--- config.mk ---
export PLATFORM = sky130hd
export DESIGN_NAME = uart_rx
export DESIGN_NICKNAME = d
export VERILOG_FILES = /design/src/rtl/uart_rx.sv
export SDC_FILE = /design/constraint.sdc
export NUM_CORES = 1
export LEC_CHECK = 0
export CAP_MARGIN = 20
export CELL_PAD_IN_SITES_DETAIL_PLACEMENT = 0
export CELL_PAD_IN_SITES_GLOBAL_PLACEMENT = 2
export CORE_MARGIN = 2
export CORE_UTILIZATION = 40
export CTS_BUF_LIST = sky130_fd_sc_hd__clkbuf_16
export CTS_CLUSTER_DIAMETER = 120
export DETAILED_ROUTE_END_ITERATION = 16
export PLACE_DENSITY_LB_ADDON = 0.1
export SLEW_MARGIN = 20
export SYNTH_ARGS = -nofsm -noshare
export SYNTH_HDL_FRONTEND = slang
export SYNTH_SLANG_ARGS = --single-unit
--- constraint.sdc ---
create_clock -name sys_clk_i -period 3.2 [get_ports sys_clk_i]
set_input_delay 0.32 -clock sys_clk_i [delete_from_list [all_inputs] [get_ports sys_clk_i]]
set_output_delay 0.32 -clock sys_clk_i [all_outputs]
set_load 0.1 [all_outputs]
--- src/rtl/uart_rx.sv ---
// 8N1 serial receiver with mid-bit sampling, a show-ahead receive FIFO and
// sticky framing/overrun flags that the CPU clears explicitly.
module uart_rx #(
    parameter int CLKS_PER_BIT = 434,
    parameter int FIFO_DEPTH   = 4
) (
    input  logic       sys_clk_i,
    input  logic       sys_rstn_i,
    input  logic       uart_rx_i,
    input  logic       uart_rd_i,
    input  logic       uart_clr_i,
    output logic [7:0] uart_dat_o,
    output logic       uart_valid_o,
    output logic       uart_full_o,
    output logic       uart_ferr_o,
    output logic       uart_ovf_o
);

    localparam int CW   = $clog2(CLKS_PER_BIT);
    localparam int HALF = CLKS_PER_BIT / 2;
    localparam int AW   = $clog2(FIFO_DEPTH);

    localparam logic [CW-1:0] CNT_HALF = CW'(HALF - 1);
    localparam logic [CW-1:0] CNT_BIT  = CW'(CLKS_PER_BIT - 1);
    localparam logic [AW:0]   CNT_FULL = (AW + 1)'(FIFO_DEPTH);

    // state | meaning
    // IDLE  | line idle, waiting for a low level on rx_s
    // START | timing to the middle of the start bit to confirm it
    // DATA  | sampling eight data bits, LSB first
    // STOP  | sampling the stop bit and committing or dropping the byte
    typedef enum logic [1:0] {S_IDLE, S_START, S_DATA, S_STOP} state_t;

    state_t          r_state;
    state_t          w_next;
    logic            r_sync1;
    logic            r_sync2;
    logic [CW-1:0]   r_cnt;
    logic [2:0]      r_bit;
    logic [7:0]      r_shift;
    logic [7:0]      r_mem [FIFO_DEPTH];
    logic [AW-1:0]   r_wr_ptr;
    logic [AW-1:0]   r_rd_ptr;
    logic [AW:0]     r_count;
    logic            r_ferr;
    logic            r_ovf;

    logic            w_sample;
    logic            w_push;
    logic            w_pop;
    logic            w_can_accept;
    logic            w_ferr_set;
    logic            w_ovf_set;

    assign w_pop        = uart_rd_i && (r_count != '0);
    assign w_can_accept = (r_count < CNT_FULL) || w_pop;

    always_ff @(posedge sys_clk_i) begin
        if (!sys_rstn_i) begin
            r_state <= S_IDLE;
        end else begin
            r_state <= w_next;
        end
    end

    always_comb begin
        w_next     = r_state;
        w_sample   = 1'b0;
        w_push     = 1'b0;
        w_ferr_set = 1'b0;
        w_ovf_set  = 1'b0;
        case (r_state)
            S_IDLE: begin
                if (!r_sync2) w_next = S_START;
            end
            S_START: begin
                if (r_cnt == CNT_HALF) w_next = r_sync2 ? S_IDLE : S_DATA;
            end
            S_DATA: begin
                if (r_cnt == CNT_BIT) begin
                    w_sample = 1'b1;
                    if (r_bit == 3'd7) w_next = S_STOP;
                end
            end
            S_STOP: begin
                // Return to IDLE without waiting for a high line so a break re-enters START.
                if (r_cnt == CNT_BIT) begin
                    w_next = S_IDLE;
                    if (!r_sync2)         w_ferr_set = 1'b1;
                    else if (w_can_accept) w_push     = 1'b1;
                    else                   w_ovf_set  = 1'b1;
                end
            end
            default: w_next = S_IDLE;
        endcase
    end

    always_ff @(posedge sys_clk_i) begin
        if (!sys_rstn_i) begin
            r_sync1 <= 1'b1;
            r_sync2 <= 1'b1;
            r_cnt   <= '0;
            r_bit   <= '0;
            r_shift <= '0;
        end else begin
            r_sync1 <= uart_rx_i;
            r_sync2 <= r_sync1;
            if ((w_next != r_state) || (r_state == S_IDLE) || w_sample) begin
                r_cnt <= '0;
            end else begin
                r_cnt <= r_cnt + CW'(1);
            end
            if (r_state == S_START) begin
                r_bit <= '0;
            end else if (w_sample) begin
                r_bit <= r_bit + 3'd1;
            end
            if (w_sample) r_shift <= {r_sync2, r_shift[7:1]};
        end
    end

    always_ff @(posedge sys_clk_i) begin
        if (!sys_rstn_i) begin
            for (int i = 0; i < FIFO_DEPTH; i++) r_mem[i] <= '0;
            r_wr_ptr <= '0;
            r_rd_ptr <= '0;
            r_count  <= '0;
            r_ferr   <= 1'b0;
            r_ovf    <= 1'b0;
        end else begin
            if (w_push) begin
                r_mem[r_wr_ptr] <= r_shift;
                r_wr_ptr        <= r_wr_ptr + AW'(1);
            end
            if (w_pop) r_rd_ptr <= r_rd_ptr + AW'(1);
            case ({w_push, w_pop})
                2'b10:   r_count <= r_count + (AW + 1)'(1);
                2'b01:   r_count <= r_count - (AW + 1)'(1);
                default: r_count <= r_count;
            endcase
            if (w_ferr_set)      r_ferr <= 1'b1;
            else if (uart_clr_i) r_ferr <= 1'b0;
            if (w_ovf_set)       r_ovf  <= 1'b1;
            else if (uart_clr_i) r_ovf  <= 1'b0;
        end
    end

    assign uart_dat_o   = r_mem[r_rd_ptr];
    assign uart_valid_o = (r_count != '0);
    assign uart_full_o  = (r_count == CNT_FULL);
    assign uart_ferr_o  = r_ferr;
    assign uart_ovf_o   = r_ovf;

endmodule
; After elaboration in Yosys (flattened, before gate mapping)
; Memory sizes are Yosys's and may differ from the RTL's. A register that Yosys moved wholly into a read port is not among the register bits.
; Cells that the tools add are included.
[op_classes]
n_eq_ne = 10
order_cmp = 1
reduce_logical = 12
n_mux = 33
bitwise_logic = 1
n_addsub = 6
[ops]
columns = operator, count
row1 = 2-to-1 mux 1 bit, 21
row2 = 2-to-1 mux 2 bit, 9
row3 = "adder 9 x 1 -> 9 bit, second input constant", 1
row4 = "equality test 9 x 8 -> 1 bit, second input constant", 1
row5 = "equality test 9 bit, second input constant", 1
row6 = 2-to-1 mux 8 bit, 1
row7 = one-hot mux 2 bit (4 select lines), 1
row8 = OR reduction 8 bit, 1
row9 = "adder 3 x 1 -> 3 bit, second input constant", 2
row10 = "equality test 2 bit, second input constant", 3
row11 = "equality test 3 bit, second input constant", 2
row12 = one-hot mux 3 bit (2 select lines), 1
row13 = nonzero test 2 bit, 3
row14 = "adder 2 x 1 -> 2 bit, second input constant", 2
row15 = "equality test 2 x 1 -> 1 bit, second input constant", 2
row16 = OR reduction 2 bit, 2
row17 = logical OR 1 bit, 3
row18 = "less-than comparator 3 bit, second input constant", 1
row19 = nonzero test 3 bit, 1
row20 = "subtractor 3 x 1 -> 3 bit, second input constant", 1
row21 = zero test 2 bit, 1
row22 = inequality test 2 bit, 1
row23 = logical AND 1 bit, 1
row24 = NOT 1 bit, 1
[totals]
out_inout_bits = 12
n_memories = 1
ramBits = 32
word_cells = 75
reg_bits = 33
[memory_table]
columns = name, words, width, read_ports, rd_ports_with_merged_regs, wr, line_no
row1 = r_mem, 4, 8, 1, 1, 4, 41  ; logic [7:0] r_mem [FIFO_DEPTH];

; Logic depth before layout (Yosys ltp)
; Gate-level depths: netlist of run 1.
[logic_depth]
depth_word = 12
depth_mapped = 12

; Least setup slack after synthesis of run 1
; OpenSTA, ideal clock, no wires.
[synth_path]
kind = register to register
from = reg r_cnt[1]
to = reg r_count[2]
setup_time_ns = 0.070
required_ns = 3.130
path_slack_ns = 0.810
arrival_ns = 2.319
stages_incl_launch_ff = 13
path_cell_list = dfxtp_1 > inv_1 > ha_1 > and4b_1 > buf_2 > and4_4 > inv_2 > ha_1 > inv_1 > fa_1 > xor2_1 > or3_1 > a21oi_1
[synth_via]
elab_chain_len = 5
elab_cells_between_ends = 7
cone_classes = eq/ne (3) / mux (3) / reduce/logical (1)
[synth_rtl]
columns = element, line_no
row1 = from (decl), 38  ; logic [CW-1:0] r_cnt;
row2 = from (signal assigned), 111  ; r_cnt <= r_cnt + CW'(1);
row3 = equality test 9 bit (*), 87  ; if (r_cnt == CNT_BIT) begin
row4 = 2-to-1 mux 1 bit (*), 87
row5 = 2-to-1 mux 1 bit (*), 72  ; case (r_state)
row6 = equality test 2 x 1 -> 1 bit / equality test 2 bit (equally long branches), 136  ; case ({w_push, w_pop})
row7 = one-hot mux 3 bit (2 select lines) / nonzero test 2 bit (equally long branches), -
row8 = to (signal assigned), 137  ; 2'b10: r_count <= r_count + (AW + 1)'(1);
row9 = to (signal assigned), 138  ; 2'b01: r_count <= r_count - (AW + 1)'(1);
row10 = to (signal assigned), 139  ; default: r_count <= r_count;
row11 = to (decl), 44  ; logic [AW:0] r_count;
; Every way passes the cells marked *; elsewhere a longest branch is shown, timed or not.
; A chain may end at the register's enable or synchronous reset.

; Final worst setup path of run 1
; Same ends and word-level chain as after synthesis.

==> results.yml, run 1 <==
global_route:
  grt_first_pass_wirelength_mm: 10.0
  grt_usage_pct: 15.6
  grt_max_degree: 23
  grt-ovfl-total: 0
  grt_pass1_vias: 2010
  antenna_found_initial: 0
clock_tree:
  clock_latency_ns: 0.32
  clock-sinks: 67
  cts_root_buf: "clkbuf_16"
  cts_hold_buf: 0
  cts_setup_buffers: 0
  ctsHtreeMaxLevel: 3
  clockBufferDepth: 2
  cts_resized: 0
  cts_made_buffers: 9
  path_clk_slew_ns: 0.05
  cts_tree: "yes"
worst_setup_path:
  cp-end-kind: "register"
  startpoint_type: "register"
  worstPathCellList: "inv_1, ha_1, and4b_1, and4_4, inv_2, ha_1, inv_1, fa_1, xor2_1, or3_1, a21oi_1"
  worstPathRequired_ns: 3.45
  r2r_cells: 11
  worstSetupPathType: "reg -> reg"
  slowest_delay_ns: 0.38
  worstPathArrival_ns: 2.82
  crit_slowest_cell: "fa_1"
  cp_max_fo: 12
routing:
  routed_wl_mm: 5.87
  drc: 0
  drtIter0Drc: 45
  vias: 1976
  wl_per_cell_um: 15.1
  dr.pass1.iters: 4
  vias_per_cell: 5.09
  ant_nets: 0
cells_and_area:
  regArea_um2: 1660
  multiInputGateArea_um2: 1240
  final_cell_area_um2: 3540
  fill_cells: 689
  areaGrowthSynthToFinish_pct: 17.2
  drive_gt1_share_pct: 14.2
  final_nets: 296
  instances_no_fill: 388
  antennaDiodeCount: 0
timing:
  rsz0062_at_grt: "false"
  min_period_ns: 2.57
  hold_viol_final: 0
  slew_viol_final: 0
  fin_skew_ns: 0.00420
  maxClockFrequency_mhz: 389
  setup_viol: 0
  slew_headroom_pct: 35.2
  worst_slew_pin_slew_ns: 0.969
  fin_tns_setup_ns: 0
  final.setup.worst_slack_ns: 0.627
  timing.final.crit_share_pct: 80.4
pwr:
  pwr_density_cell_nw_per_um2: 550
  vdd_drop_max_mv: 0.254
  leakage_nw: 1.31
floorplanning:
  start_util_pct: 41.4
  die-area_um2: 8260
  core_area_um2: 7290
  fp.dieW_um: 90.9
  die_h_um: 90.9
  num_rows: 31
  io-pin-count: 17
synth:
  yosys.area.top_type: "edfxtp_1"
  synth_ff_type: "dfxtp_1"
  yosysUniqueCellTypes: 43
  synth_top_area_share_pct: 31.8
  ys_ff_latch: 67
  yosys_warnings: 0
  synthCells: 266
  synth_edf_count: 32
  yosys-top-cells-area: "edfxtp_1 32%, dfxtp_1 23%, mux4_2 6.0%"
  async_flop_share_pct: 0
  syn_area_per_cell_um2: 11.4
  synth_nets: 278
  seq_area_frac_synth_pct: 55.0
  syn_area_um2: 3020
placement:
  dp.cells: 372
  place_area_um2: 3260
  post-place-ws_ns: 0.602
  dp_hpwl_mm: 4.07
  io_buffer_count: 16
  routabilityCongestion: 0.742
worst_hold_path:
  min_path_type: "reg -> reg"
  whs_path_depth: 1
flow_run:
  max_cap_violations: 0
outcome:
  status: "finished clean"
## routing by layer
layer | vias to the layer above | global-route usage (%) | share of wire (%)
li1 | 990 | - | -
met1 | 939 | 19.6 | 47
met2 | 35 | 25.7 | 47
met3 | 12 | 2.75 | 3.0
met4 | 0 | 8.33 | 2.6
met5 | - | 0 | 0
## per-stage QoR
| step | hold WS [ns] | util (%) | total power, mW |
|---|---|---|---|
| finish | 0.406 | 48.6 | 1.95 |
| global route | 0.438 | 48.6 | 2.02 |
| CTS | 0.410 | 48.6 | 1.97 |
| detailed placement | 0.398 | 44.6 | 1.04 |
| global placement | 0.390 | 44.6 | 1.04 |
| floorplan | 0.386 | - | 1.01 |
## path summary, 6_finish.rpt
path                                from    endpoint  slack (ns)
worst min-delay path             r_sync1     r_sync2        0.41
worst min register to register   r_sync1     r_sync2        0.41
worst max-delay path            r_cnt[1]  r_count[2]        0.63
worst max register to register  r_cnt[1]  r_count[2]        0.63
## worst max-delay path: cells and delay by family (launching register included)
kind | cells | cell delay (ns)
buffers and inverters | 3 | 0.26
adder cells (fa/ha/maj) | 3 | 0.76
XOR/XNOR | 1 | 0.16
AO/OA/AOI/OAI | 1 | 0.14
flip-flops | 1 | 0.34
AND/OR/NAND/NOR | 3 | 0.83
## cell families after synthesis
| family | count (synthesis) | share of synthesized area (%) |
|---|---|---|
| flip-flops | 67 | 55.0 |
| adder cells (fa/ha/maj) | 7 | 3.15 |
| XOR/XNOR | 11 | 3.19 |
| buffers and inverters | 28 | 3.85 |
| AND/OR/NAND/NOR | 109 | 20.6 |
| multiplexers | 16 | 8.62 |
| AO/OA/AOI/OAI | 28 | 5.55 |
## synthesized netlist by cell type (2+ instances only)
| cell type | instances |
|---|---|
| buf_1 | 2 |
| and4b_1 | 2 |
| mux2i_1 | 8 |
| buf_2 | 3 |
| edfxtp_1 | 32 |
| or3_1 | 3 |
| a21oi_1 | 10 |
| ha_1 | 6 |
| and3_1 | 10 |
| xor2_1 | 6 |
| nor2_1 | 25 |
| nand3_1 | 5 |
| o21ai_0 | 4 |
| and4_1 | 9 |
| clkbuf_1 | 8 |
| o22ai_1 | 3 |
| nand2b_1 | 6 |
| o31ai_1 | 3 |
| a31oi_1 | 3 |
| xnor2_1 | 5 |
| mux4_2 | 8 |
| nand2_1 | 19 |
| dfxtp_1 | 35 |
| inv_1 | 13 |
| nor3_1 | 10 |
| and2_1 | 11 |
## flip-flops by register name, summed over array words and instances (netlist names), named ones only
name and count:
r_count 3, r_mem 32, uart_ovf_o 1, r_rd_ptr 2, r_cnt 9, r_shift 8, r_state 2, r_bit 3
uart_ferr_o 1, r_sync1 1, r_sync2 1, r_wr_ptr 2
## where the power goes
| part | internal, mW | switching, mW |
|---|---|---|
| combinational | 0.0260 | 0.0658 |
| clock | 0.591 | 0.338 |
| sequential | 0.919 | 0.00848 |
## cell usage in the layout (no fill, tap or decap), types with 4 or more instances in the layout
cell,count
mux4_2,8
clkdlybuf4s50_1,7
ha_1,6
inv_1,14
and4_1,9
xor2_1,6
dfxtp_1,35
and2_1,11
mux2i_1,8
o21ai_0,4
nor2_1,25
xnor2_1,5
edfxtp_1,32
nand2_1,19
nand3_1,5
buf_4,14
nor3_1,10
and3_1,10
a21oi_1,10
nand2b_1,6
clkbuf_16,9
## layout make-up
type                       count  share of cell area, %
timing repair buffer          21                   4.95
tap                           99                   3.50
inverter                      14                   1.48
clock inverter                 7                   1.70
multi-input combinational    171                   35.1
sequential                    67                   46.9
clock buffer                   9                   6.36
No activity file was read; power rests on OpenSTA's default activity.
==> run 2, diff against run 1 <==
--- a/config.mk
+++ b/config.mk
@@ -9,7 +9,7 @@
 export CELL_PAD_IN_SITES_DETAIL_PLACEMENT = 0
 export CELL_PAD_IN_SITES_GLOBAL_PLACEMENT = 2
 export CORE_MARGIN = 2
-export CORE_UTILIZATION = 40
+export CORE_UTILIZATION = 36
 export CTS_BUF_LIST = sky130_fd_sc_hd__clkbuf_16
 export CTS_CLUSTER_DIAMETER = 120
 export DETAILED_ROUTE_END_ITERATION = 16
==> constraint.sdc (replaced) <==
create_clock -name sys_clk_i -period 2.3 [get_ports sys_clk_i]
set_input_delay 0.23 -clock sys_clk_i [delete_from_list [all_inputs] [get_ports sys_clk_i]]
set_output_delay 0.23 -clock sys_clk_i [all_outputs]
set_load 0.1 [all_outputs]
==> run 2 against run 1 <==
Net effect:
- cell count grew 4.4%
- count of clock-buffer cells in the layout is the same
- register-to-register slack lost 0.49 ns
- hold slack lost 0.0031 ns
- wire length grew 2.2%
- maximum frequency grew 19%
- clock power grew 43%
- highest routed layer unchanged
==> results.yml, run 2 (synthesis results as in run 1) <==
outcome:
  status: "finished clean"
worst_hold_path:
  min_from: "r_sync1"
  min_path_type: "reg -> reg"
  hold_end: "r_sync2"
  whs_path_depth: 1
worst_setup_path:
  crit_slowest_cell: "fa_2"
  startpoint_type: "register"
  worstSetupPathType: "reg -> reg"
  cp_max_fo: 3
  worstPathCellList: "inv_1, ha_1, and4b_1, and4_4, inv_6, ha_4, inv_1, fa_2, xor2_1, or3_1, a21oi_2"
  slowest_delay_ns: 0.34
  crit_buf_inv: 3
  startpoint: "r_cnt[1]"
  crit_path_frequent_cell: "inv_1"
  rr_endpoint: "r_count[2]"
  cp-end-kind: "register"
  worst-r2r-setup-slack_ns: 0.14
  worstPathArrival_ns: 2.42
  r2r_cells: 11
  path_delay_family: "simple AND/OR/NAND/NOR gates"
  r2r-start: "r_cnt[1]"
  worstPathRequired_ns: 2.56
routing:
  drc: 0
  vias: 2041
  wl_per_cell_um: 14.8
  routed_wl_mm: 6.00
  dr.pass1.iters: 4
  vias_per_cell: 5.04
  ant_nets: 0
  drtIter0Drc: 71
floorplanning:
  num_rows: 33
  die_h_um: 95.6
  fp.dieW_um: 95.6
  core_area_um2: 8180
  io-pin-count: 17
  start_util_pct: 36.9
  die-area_um2: 9140
placement:
  place_area_um2: 3470
  io_buffer_count: 16
  dp.cells: 389
  routabilityCongestion: 0.702
  post-place-ws_ns: -0.0168
  dp_hpwl_mm: 4.19
clock_tree:
  cts_tree: "yes"
  clockBufferDepth: 2
  cts_root_buf: "clkbuf_16"
  path_clk_slew_ns: 0.05
  cts_made_buffers: 9
  ctsHtreeMaxLevel: 3
  clock_latency_ns: 0.32
  cts_hold_buf: 0
  clock-sinks: 67
cells_and_area:
  instances_no_fill: 405
  final_cell_area_um2: 3770
  antennaDiodeCount: 0
  reg_top3: "r_mem: 32 flops, r_cnt: 9 flops, r_shift: 8 flops"
  final_nets: 307
  largest_reg_flops: 32
  layout_commonest_cell: "dfxtp_1"
  areaGrowthSynthToFinish_pct: 24.8
  top_register: "r_mem"
  layout_common_cells: "34 x dfxtp_1, 32 x edfxtp_1, 25 x nor2_1"
  drive_gt1_share_pct: 20.7
  final_util_pct: 46.1
timing:
  rsz0062_at_grt: "false"
  final.setup.worst_slack_ns: 0.140
  min_period_ns: 2.16
  fin_hold_ws_ns: 0.403
  setup_viol: 0
  hold_viol_final: 0
  fin_skew_ns: 0.00509
  slew_headroom_pct: 62.4
  maxClockFrequency_mhz: 463
  slew_viol_final: 0
  fin_tns_setup_ns: 0
  timing.final.crit_share_pct: 93.9
  worst_slew_pin_slew_ns: 0.564
global_route:
  grt_usage_pct: 14.9
  grt_pass1_vias: 2077
  grt_max_degree: 22
  grt-ovfl-total: 0
  grt_first_pass_wirelength_mm: 10.2
  antenna_found_initial: 0
flow_run:
  max_cap_violations: 0
pwr:
  power_mw: 2.78
  vdd_drop_max_mv: 0.363
  leakage_nw: 1.43
  pwr_density_cell_nw_per_um2: 737
==> run 2: cell count changes in the layout (fill, tap and decap cells not counted), sizes merged <==
| cell | change |
|---|---|
| buf | +14 |
| clkdlybuf4s50 | -3 |
| clkinv | +2 |
| clkinvlp | -1 |
| inv | -1 |
==> run 2: what timing repair did <==
item                                   in CTS  in global routing
resized for setup                           0                  3
setup endpoints to repair                   0                  1
endpoints found under the hold margin       0                  0
buffers inserted                            0                  0
==> run 2: layer usage <==
metal  track usage, %  wire length (um)  share of wire [%]  vias up
li1                 -                 -                  -     1020
met1             17.6              2650                 44      984
met2             25.5              3050                 51       27
met3             3.56               193                3.2       10
met4             6.67               103                1.7        0
met5                0                 0                  0        -
==> run 2: power breakdown <==
part / internal (mW) / leakage, nW / switching [mW]
clock network: 0.834 / 0.143 / 0.499
logic: 0.0595 / 0.698 / 0.0985
registers: 1.28 / 0.587 / 0.0108
total: 2.17 / 1.43 / 0.609
==> run 2: worst max-delay path by stage <==
stage,end,cells after the start,slack [ns]
6_report,r_count[2],11,0.14
3_3_place_gp,r_count[2],10,0.05
4_1_cts,r_count[2],11,0.02
3_5_place_dp,r_count[2],10,-0.02
5_1_grt,r_count[2],11,0.05
2_1_floorplan,r_count[2],12,0.02
==> run 2: final cells by class <==
| type | instances | area [um2] |
|---|---|---|
| fillers | 769 | 4410 |
| flip-flops and latches | 67 | 1660 |
| multi-input cells | 171 | 1260 |
| repair buffers | 32 | 363 |
| clock buffers | 9 | 225 |
| well taps | 105 | 131 |
| clock inverters | 7 | 68.8 |
| inverters | 14 | 57.6 |
